$ cat config.mk
export PLATFORM = sky130hd
export DESIGN_NAME = f_pc_ras
export DESIGN_NICKNAME = d
export VERILOG_FILES = /design/src/rtl/f_pc_ras_pkg.sv /design/src/rtl/f_pc_ras_ras_stack.sv /design/src/rtl/f_pc_ras.sv
export SDC_FILE = /design/constraint.sdc
export NUM_CORES = 1
export LEC_CHECK = 0
export ABC_AREA = 1
export ABC_CLOCK_PERIOD_IN_PS = 4100
export CAP_MARGIN = 10
export CORE_UTILIZATION = 55
export DETAILED_ROUTE_END_ITERATION = 6
export GPL_TIMING_DRIVEN = 0
export PLACE_DENSITY = 0.83
export SLEW_MARGIN = 20
export SYNTH_ARGS = -nofsm -noshare
export SYNTH_HDL_FRONTEND = slang
export SYNTH_SLANG_ARGS = --single-unit
$ cat constraint.sdc
create_clock -name clk -period 4.1 [get_ports clk]
set_input_delay 0.82 -clock clk [delete_from_list [all_inputs] [get_ports clk]]
set_output_delay 0.82 -clock clk [all_outputs]
set_load 0.05 [all_outputs]
$ cat src/rtl/f_pc_ras_pkg.sv
// Shared next-PC encodings and default vectors for the F-stage PC unit.
// The D-stage controller imports the same npc_sel_e encodings.
package f_pc_ras_pkg;

  localparam int unsigned NPC_SEL_W = 3;

  typedef enum logic [NPC_SEL_W-1:0] {
    NPC_ADD4 = 3'd0,
    NPC_BEQ  = 3'd1,
    NPC_JAL  = 3'd2,
    NPC_JR   = 3'd3,
    NPC_BNE  = 3'd4,
    NPC_BLEZ = 3'd5,
    NPC_BGTZ = 3'd6,
    NPC_JALR = 3'd7
  } npc_sel_e;

  localparam logic [31:0] RESET_PC_DEFAULT   = 32'h0000_3000;
  localparam logic [31:0] HANDLER_PC_DEFAULT = 32'h0000_4180;

  // Calls that record a return address on the RAS.
  function automatic logic is_link(input npc_sel_e sel);
    return (sel == NPC_JAL) || (sel == NPC_JALR);
  endfunction

endpackage

$ cat src/rtl/f_pc_ras_ras_stack.sv
// Return-address stack: circular buffer with wrapping pointer and saturating count.
// A full push overwrites the oldest entry; a pop on empty changes nothing.
module ras_stack
  import f_pc_ras_pkg::*;
#(
  parameter int unsigned WIDTH = 32,
  parameter int unsigned DEPTH = 4
) (
  input  logic                     clk,
  input  logic                     reset,
  input  logic                     push_i,
  input  logic                     pop_i,
  input  logic [WIDTH-1:0]         push_data_i,
  output logic [WIDTH-1:0]         top_o,
  output logic [$clog2(DEPTH):0]   count_o
);

  localparam int unsigned PTR_W = $clog2(DEPTH);
  localparam int unsigned CNT_W = PTR_W + 1;

  logic [WIDTH-1:0] mem_q [DEPTH];
  logic [PTR_W-1:0] ptr_q, ptr_d, top_idx;
  logic [CNT_W-1:0] cnt_q, cnt_d;

  // ptr_q addresses the next free slot, so the top sits one below it.
  assign top_idx = ptr_q - PTR_W'(1);
  assign top_o   = mem_q[top_idx];
  assign count_o = cnt_q;

  always_comb begin
    ptr_d = ptr_q;
    cnt_d = cnt_q;
    if (push_i) begin
      ptr_d = ptr_q + PTR_W'(1);
      if (cnt_q != CNT_W'(DEPTH)) cnt_d = cnt_q + CNT_W'(1);
    end else if (pop_i && (cnt_q != '0)) begin
      ptr_d = top_idx;
      cnt_d = cnt_q - CNT_W'(1);
    end
  end

  always_ff @(posedge clk) begin
    if (reset) begin
      ptr_q <= '0;
      cnt_q <= '0;
    end else begin
      ptr_q <= ptr_d;
      cnt_q <= cnt_d;
    end
  end

  // Entry contents need no reset; only pointer and count define validity.
  always_ff @(posedge clk) begin
    if (push_i && !reset) mem_q[ptr_q] <= push_data_i;
  end

endmodule

$ cat src/rtl/f_pc_ras.sv
// F-stage PC register with branch/jump next-PC selection, exception redirects
// and a return-address-stack checker that flags jr $ra target mismatches.
module f_pc_ras
  import f_pc_ras_pkg::*;
#(
  parameter int unsigned     WIDTH      = 32,
  parameter logic [WIDTH-1:0] RESET_PC   = WIDTH'(RESET_PC_DEFAULT),
  parameter logic [WIDTH-1:0] HANDLER_PC = WIDTH'(HANDLER_PC_DEFAULT),
  parameter int unsigned     RAS_DEPTH  = 4
) (
  input  logic                         clk,
  input  logic                         reset,
  input  logic                         stall,
  input  logic                         req,
  input  logic                         eret,
  input  logic [WIDTH-1:0]             epc,
  input  logic                         d_valid,
  input  logic [NPC_SEL_W-1:0]         d_npc_sel,
  input  logic                         d_rs_is_ra,
  input  logic [15:0]                  d_imm16,
  input  logic [25:0]                  d_imm26,
  input  logic [WIDTH-1:0]             d_rd1,
  input  logic [WIDTH-1:0]             d_rd2,
  input  logic [WIDTH-1:0]             d_pc,
  output logic [WIDTH-1:0]             f_pc,
  output logic [$clog2(RAS_DEPTH):0]   ras_count,
  output logic                         ras_hit,
  output logic                         ras_miss
);

  npc_sel_e         sel;
  logic [WIDTH-1:0] pc_q, pc_d, pc_plus4, br_tgt, j_tgt, dec_npc, ras_top;
  logic             rs_eq, rs_lez, taken, upd, push, pop;
  logic             hit_q, hit_d, miss_q, miss_d;

  assign sel      = npc_sel_e'(d_npc_sel);
  assign pc_plus4 = pc_q + WIDTH'(4);
  assign br_tgt   = d_pc + WIDTH'(4) + {{(WIDTH-18){d_imm16[15]}}, d_imm16, 2'b00};
  assign j_tgt    = {d_pc[WIDTH-1:28], d_imm26, 2'b00};
  assign rs_eq    = (d_rd1 == d_rd2);
  assign rs_lez   = d_rd1[WIDTH-1] || (d_rd1 == '0);

  // Decoded next PC; bubbles and untaken branches fall through to f_pc + 4.
  always_comb begin
    taken   = 1'b0;
    dec_npc = pc_plus4;
    if (d_valid) begin
      case (sel)
        NPC_BEQ:          taken   = rs_eq;
        NPC_BNE:          taken   = !rs_eq;
        NPC_BLEZ:         taken   = rs_lez;
        NPC_BGTZ:         taken   = !rs_lez;
        NPC_JAL:          dec_npc = j_tgt;
        NPC_JR, NPC_JALR: dec_npc = d_rd1;
        default:          ;
      endcase
    end
    if (taken) dec_npc = br_tgt;
  end

  always_comb begin
    pc_d = dec_npc;
    if (req)        pc_d = HANDLER_PC;
    else if (eret)  pc_d = epc;
    else if (stall) pc_d = pc_q;
  end

  // The RAS only moves when the decoded PC is actually taken for a real instruction.
  assign upd  = d_valid && !req && !eret && !stall;
  assign push = upd && is_link(sel);
  assign pop  = upd && (sel == NPC_JR) && d_rs_is_ra;

  assign hit_d  = pop && (ras_count != '0) && (ras_top == d_rd1);
  assign miss_d = pop && !hit_d;

  always_ff @(posedge clk) begin
    if (reset) begin
      pc_q   <= RESET_PC;
      hit_q  <= 1'b0;
      miss_q <= 1'b0;
    end else begin
      pc_q   <= pc_d;
      hit_q  <= hit_d;
      miss_q <= miss_d;
    end
  end

  ras_stack #(
    .WIDTH (WIDTH),
    .DEPTH (RAS_DEPTH)
  ) u_ras (
    .clk         (clk),
    .reset       (reset),
    .push_i      (push),
    .pop_i       (pop),
    .push_data_i (d_pc + WIDTH'(8)),
    .top_o       (ras_top),
    .count_o     (ras_count)
  );

  assign f_pc     = pc_q;
  assign ras_hit  = hit_q;
  assign ras_miss = miss_q;

endmodule

==> results.json, run 1 <==
{
  "outcome": "finished with violations",
  "violations": "DRC",
  "synth_mux_area_share_pct": 0,
  "grt_max_degree": 24,
  "final.fill_count": 1798,
  "fin_cells": 2283,
  "cpMaxStageDelayCell": "clkdlybuf4s50_1",
  "synth_compound_area_share_pct": 10.4,
  "cts_hold_buffers": 0,
  "crit_fanout": 4,
  "period_needed_ps": 3660,
  "fp.dieArea_um2": 23400,
  "endpoint_kind": "register",
  "synth.avg_cell_area_um2": 7.17,
  "rsz0062_at_grt": "false",
  "drive_above_1_share_pct": 4.95,
  "start_kind": "primary input",
  "hp-class": "reg -> reg",
  "yosys.area_share.xor_xnor_pct": 6.21,
  "yosys.area_share.simple_pct": 31.9,
  "synthFlopType": "edfxtp_1",
  "grt_use_total_pct": 42.3,
  "cts_setup_buffers": 0,
  "hold_viol": 0,
  "grt-ovfl-total": 0,
  "synthAdderAreaFrac_pct": 6.60,
  "multi_input_area_um2": 6940,
  "die_y_um": 153,
  "ioPinCount": 217,
  "path_common_cell": "nand2_1",
  "yosysUniqueCellTypes": 56,
  "synth-edff-count": 128,
  "cp_cell_sequence": "clkdlybuf4s50_1 > ha_1 > ha_1 > inv_1 > fa_1 > inv_1 > nand3_1 > nand3_1 > nand2_1 > nand2_1 > nand2_1 > nand2_1 > nand2_1 > nand2_1 > xor2_1 > inv_1 > nand2_1 > nand3_1 > a21oi_1",
  "fp.coreArea_um2": 22100,
  "slew-limit-headroom_pct": 38.8,
  "dp_hpwl_mm": 39.2,
  "place.gp.congestion": 0.975,
  "synth_top_family_by_area": "simple AND/OR/NAND/NOR gates",
  "syn_inst": 1751,
  "first_pass_iters": 7,
  "die_x_um": 153,
  "final-setup-viol-count": 0,
  "wl_per_cell_um": 21.8,
  "nets": 2233,
  "synthToLayoutAreaGrowth_pct": 25.9,
  "place_ws_ps": 64.4,
  "yosysSeqAreaShare_pct": 36.8,
  "path_class": "in -> reg",
  "via_per_inst": 5.98,
  "cts.sinks": 167,
  "p_leak_nw": 6.72,
  "initial_utilization_pct": 56.8,
  "crit_buf_inv": 4,
  "via_count": 13600,
  "cp_data_required_time_ps": 4460,
  "clock.fmax_mhz": 273,
  "final_common_cell": "nand2_1",
  "cts_tree": "done",
  "ys_warn_count": 0,
  "wirelength_mm": 49.7,
  "drv_slew": 0,
  "grt_pass1_vias": 12700,
  "dp.cells": 2249,
  "async_flop_share_pct": 0,
  "crit_family": "adder cells",
  "drc_errors": 2,
  "grt_pass1_wl_mm": 73.5,
  "fin_ws_ps": 436,
  "skew_ps": 22.1,
  "seq_area_um2": 4620,
  "syn_area_um2": 12600,
  "cap_violations": 0,
  "mostFrequentLayoutCells": "nand2_1 (544), clkdlybuf4s50_1 (214), inv_1 (198), nor2_1 (173), nand3_1 (137)",
  "worstSkewPairLatency_ps": 450,
  "cts.clk_slew.worst_paths_ps": 80,
  "irDropWorstVdd_v": 0.000280,
  "cts_buffer_depth": 2,
  "root_buffer": "clkbuf_16",
  "worst_pin_slew_ps": 908,
  "antenna_found_initial": 2,
  "synth.net_count": 1996,
  "cts.repair.resized": 0,
  "port_buffers": 214,
  "row_count": 54,
  "yosys_register_bits": 167,
  "ant_nets": 0,
  "drtIter0Drc": 1735,
  "htreeDepth": 4,
  "numCtsBuffers": 17,
  "critical-path-max-stage-delay_ps": 640,
  "fin_crit_sh_pct": 89.4,
  "p_per_area_nw_per_um2": 304,
  "crit_arrival_ps": 4030
}
[final cells by class]
| class | count | area share (%) |
|---|---|---|
| buffer | 54 | 1.51 |
| inverter | 209 | 4.96 |
| timing repair buffer | 218 | 14.1 |
| clock buffer | 17 | 2.69 |
| multi-input combinational | 1321 | 43.9 |
| sequential | 167 | 29.3 |
| antenna | 2 | 0.0317 |
| clock inverter | 15 | 1.31 |
| tap | 280 | 2.22 |
[through the flow]
step | hold slack (ps) | util (%) | cell area [um^2] | setup TNS (ps) | power (mW)
2_1_floorplan | 617 | - | 12600 | 0 | 2.56
3_3_place_gp | 482 | 68.1 | 15100 | -126330 | 3.07
3_5_place_dp | 493 | 68.7 | 15200 | 0 | 3.08
4_1_cts | 510 | 71.5 | 15800 | 0 | 4.75
5_1_grt | 547 | 71.5 | 15800 | 0 | 4.95
6_report | 513 | 71.5 | 15800 | 0 | 4.81
[where the power goes]
| part | switching, mW | internal, mW | leakage (nW) | total (mW) |
|---|---|---|---|---|
| sequential | 0.0269 | 1.84 | 1.47 | 1.86 |
| combinational | 0.771 | 0.457 | 4.95 | 1.23 |
| clock | 0.865 | 0.848 | 0.304 | 1.71 |
| total | 1.66 | 3.14 | 6.72 | 4.81 |
[path summary, 6_finish.rpt]
kind	startpoint	end	slack, ps	cells after the start
min	u_ras.count_o[2]$_SDFFE_PP0P_	u_ras.count_o[2]$_SDFFE_PP0P_	510	1
max reg2reg	u_ras.ptr_q[0]$_SDFFE_PP0P_	ras_miss$_SDFF_PP0_	450	16
min reg2reg	u_ras.count_o[2]$_SDFFE_PP0P_	u_ras.count_o[2]$_SDFFE_PP0P_	510	1
max	d_pc[3]	f_pc[23]$_SDFFE_PP0P_	440	19
[cell usage after synthesis, drive strengths merged (3+ instances only)]
master	number	area share [%]
clkbuf	31	0.93
o221ai	5	0.35
a21o	3	0.18
a221oi	3	0.21
o21ai	88	3.5
buf	23	0.98
xor2	53	3.7
o22ai	20	1.0
edfxtp	128	31
ha	63	6.3
nand2	550	17
nand3b	4	0.24
inv	209	6.2
a211oi	3	0.18
nor2	186	5.9
a22oi	4	0.24
xnor2	36	2.5
dfxtp	39	6.2
a22o	4	0.28
a21oi	71	2.8
a32o	4	0.32
nand3	143	6.1
nand4	34	1.7
o21bai	7	0.42
nor3	18	0.93
[cells by family (layout without fill, tap and decap cells)]
group / count (synthesis) / after routing
and+or+nand+nor: 942 / 942
buffers and inverters: 263 / 513
AOI/OAI and AO/OA: 225 / 225
DFF: 167 / 167
xor gates and xnor gates: 89 / 89
adders and majority gates: 65 / 65
other: 0 / 2
[worst register-to-register path, stage by stage (launching register included)]
cell and delay [ps]:
dfxtp_1 570, inv_2 60, buf_2 200, buf_2 230, ha_1 320, buf_2 190
inv_2 160, clkbuf_1 460, o21ai_0 250, o22ai_1 420, xor2_1 120, nor2_1 140
nand2_1 60, nor2_1 90, nand3_1 120, nor2_1 120, nor2_1 40
[metal layers]
metal	up-vias	GRT usage (%)	share of wire (%)
met2	932	68.1	45
met3	146	9.07	12
met1	6302	54.4	38
met5	-	3.31	0.22
li1	6260	-	-
met4	2	19.3	4.4
[state kept, by name, summed over array words and instances, names as in the netlist, named ones only]
name and count:
u_ras.mem_q 128, ras_hit 1, u_ras.ptr_q 2, ras_miss 1, f_pc 30, u_ras.count_o 3
Power figures use the tool's default switching activity.
==> run 2, diff against run 1 <==
Settings changed: CORE_MARGIN set to 2.
==> run 2 against run 1 <==
Net effect:
- register-to-register slack improved by 50 ps
- flip-flop and latch count unchanged
- combinational power about the same
- count of clock-buffer cells in the layout stayed put
- sequential share of layout area barely moved
- non-clock buffer count unchanged
- wire length is 0.56% lower
- largest cell class unchanged
- critical path depth shrank 3
- die area grew 2.6%
- the flow still finishes with violations (DRC)
==> results.json, run 2 (same netlist as run 1, synthesis figures left out) <==
{
  "outcome": "finished with violations",
  "violations": "DRC",
  "via_per_inst": 5.87,
  "path_class": "reg -> reg",
  "period_needed_ps": 3600,
  "initial_utilization_pct": 55.8,
  "largest_reg_flops": 128,
  "synthToLayoutAreaGrowth_pct": 26.0,
  "cap_violations": 0,
  "htreeDepth": 4,
  "crit_arrival_ps": 3950,
  "grt_use_total_pct": 40.7,
  "cp_cell_sequence": "inv_2 > buf_2 > buf_2 > ha_1 > buf_2 > inv_2 > clkbuf_1 > nand3_1 > nand3_1 > nand2_1 > a221oi_1 > nand2_1 > nor2_1 > nand3_1 > nor2_1 > nor2_1",
  "cts.clk_slew.worst_paths_ps": 90,
  "wirelength_mm": 49.4,
  "wl_per_cell_um": 21.6,
  "hold_viol": 0,
  "first_pass_iters": 7,
  "dp_hpwl_mm": 39.2,
  "drc_errors": 3,
  "p_leak_nw": 6.73,
  "power.total_mw": 4.85,
  "place.gp.congestion": 1.01,
  "antenna_found_initial": 3,
  "critical-path-max-stage-delay_ps": 600,
  "fp.coreArea_um2": 22500,
  "port_buffers": 214,
  "skew_ps": 12.4,
  "endpoint_kind": "register",
  "cp_data_required_time_ps": 4450,
  "row_count": 55,
  "final_common_cell": "nand2_1",
  "fin_crit_sh_pct": 87.8,
  "cts_tree": "done",
  "whs_ps": 524,
  "crit_fanout": 11,
  "grt_pass1_wl_mm": 72.8,
  "cts.sinks": 167,
  "cts_buffer_depth": 2,
  "cts.repair.resized": 0,
  "via_count": 13400,
  "cts_setup_buffers": 0,
  "worstSkewPairLatency_ps": 460,
  "cpMaxStageDelayCell": "clkbuf_1",
  "die_y_um": 155,
  "drv_slew": 0,
  "die_x_um": 155,
  "mostFrequentLayoutCells": "nand2_1 (544), clkdlybuf4s50_1 (214), inv_1 (198), nor2_1 (173), nand3_1 (137)",
  "drtIter0Drc": 1677,
  "fp.dieArea_um2": 24100,
  "numCtsBuffers": 17,
  "hold_path_depth": 4,
  "slew-limit-headroom_pct": 39.8,
  "hp-class": "reg -> reg",
  "rsz0062_at_grt": "false",
  "irDropWorstVdd_v": 0.000208,
  "ioPinCount": 217,
  "start_kind": "register",
  "root_buffer": "clkbuf_16",
  "ff2ff_path_depth": 16,
  "cts_hold_buffers": 0,
  "ant_nets": 0,
  "worst_pin_slew_ps": 899,
  "grt-ovfl-total": 0,
  "clock.fmax_mhz": 278,
  "regMostFlops": "u_ras.mem_q",
  "grt_max_degree": 25,
  "p_per_area_nw_per_um2": 306,
  "nets": 2233,
  "final-setup-viol-count": 0,
  "grt_pass1_vias": 12700,
  "drive_above_1_share_pct": 4.95
}
==> run 2: metrics by stage <==
step | instance area, um^2 | worst slack (ps) | cells | util [%] | TNS, ps
after global placement | 15100 | -1030 | 2250 | 66.9 | -128560
after global routing | 15800 | 288 | 2288 | 70.3 | 0
after floorplan | 12600 | 575 | 1751 | - | 0
after CTS | 15800 | 591 | 2286 | 70.3 | 0
after detailed placement | 15200 | 129 | 2254 | 67.4 | 0
final | 15800 | 500 | 2288 | 70.3 | 0
==> run 2: power by group <==
part           total [mW]  leakage [nW]  internal, mW  switching [mW]
sequential           1.87          1.47          1.84          0.0293
clock                1.76         0.311         0.861           0.895
combinational        1.22          4.95         0.457           0.766
total                4.85          6.73          3.15            1.69
==> run 2: critical path: cells and delay by family, from the launching register on <==
family | cells | cell delay [ps]
buffers and inverters | 6 | 1550
and+or+nand+nor | 8 | 1050
DFF | 1 | 380
adders and majority gates | 1 | 290
AOI/OAI and AO/OA | 1 | 210
==> run 2: final timing paths <==
path / start / to / slack (ps)
min reg2reg: register / register / 520
min: register / register / 520
max: u_ras.ptr_q[0]$_SDFFE_PP0P_ / ras_miss$_SDFF_PP0_ / 500
max reg2reg: u_ras.ptr_q[0]$_SDFFE_PP0P_ / ras_miss$_SDFF_PP0_ / 500
==> run 2: metal layers <==
metal	routed length, um	GRT usage (%)	vias to the layer above
li1	-	-	6261
met4	2090	17.8	2
met2	22400	65.7	851
met5	19	0	-
met1	18900	53.1	6175
met3	6030	8.75	142
==> run 2: cell type report <==
| type | count | area [um^2] |
|---|---|---|
| timing repair buffer | 218 | 2230 |
| fill | 1922 | 6680 |
| clock buffer | 17 | 425 |
| buffer | 54 | 239 |
| clock inverter | 15 | 223 |
| antenna | 2 | 5.00 |
| tap | 285 | 357 |
| inverter | 209 | 785 |
| sequential | 167 | 4620 |
| multi-input combinational | 1321 | 6940 |
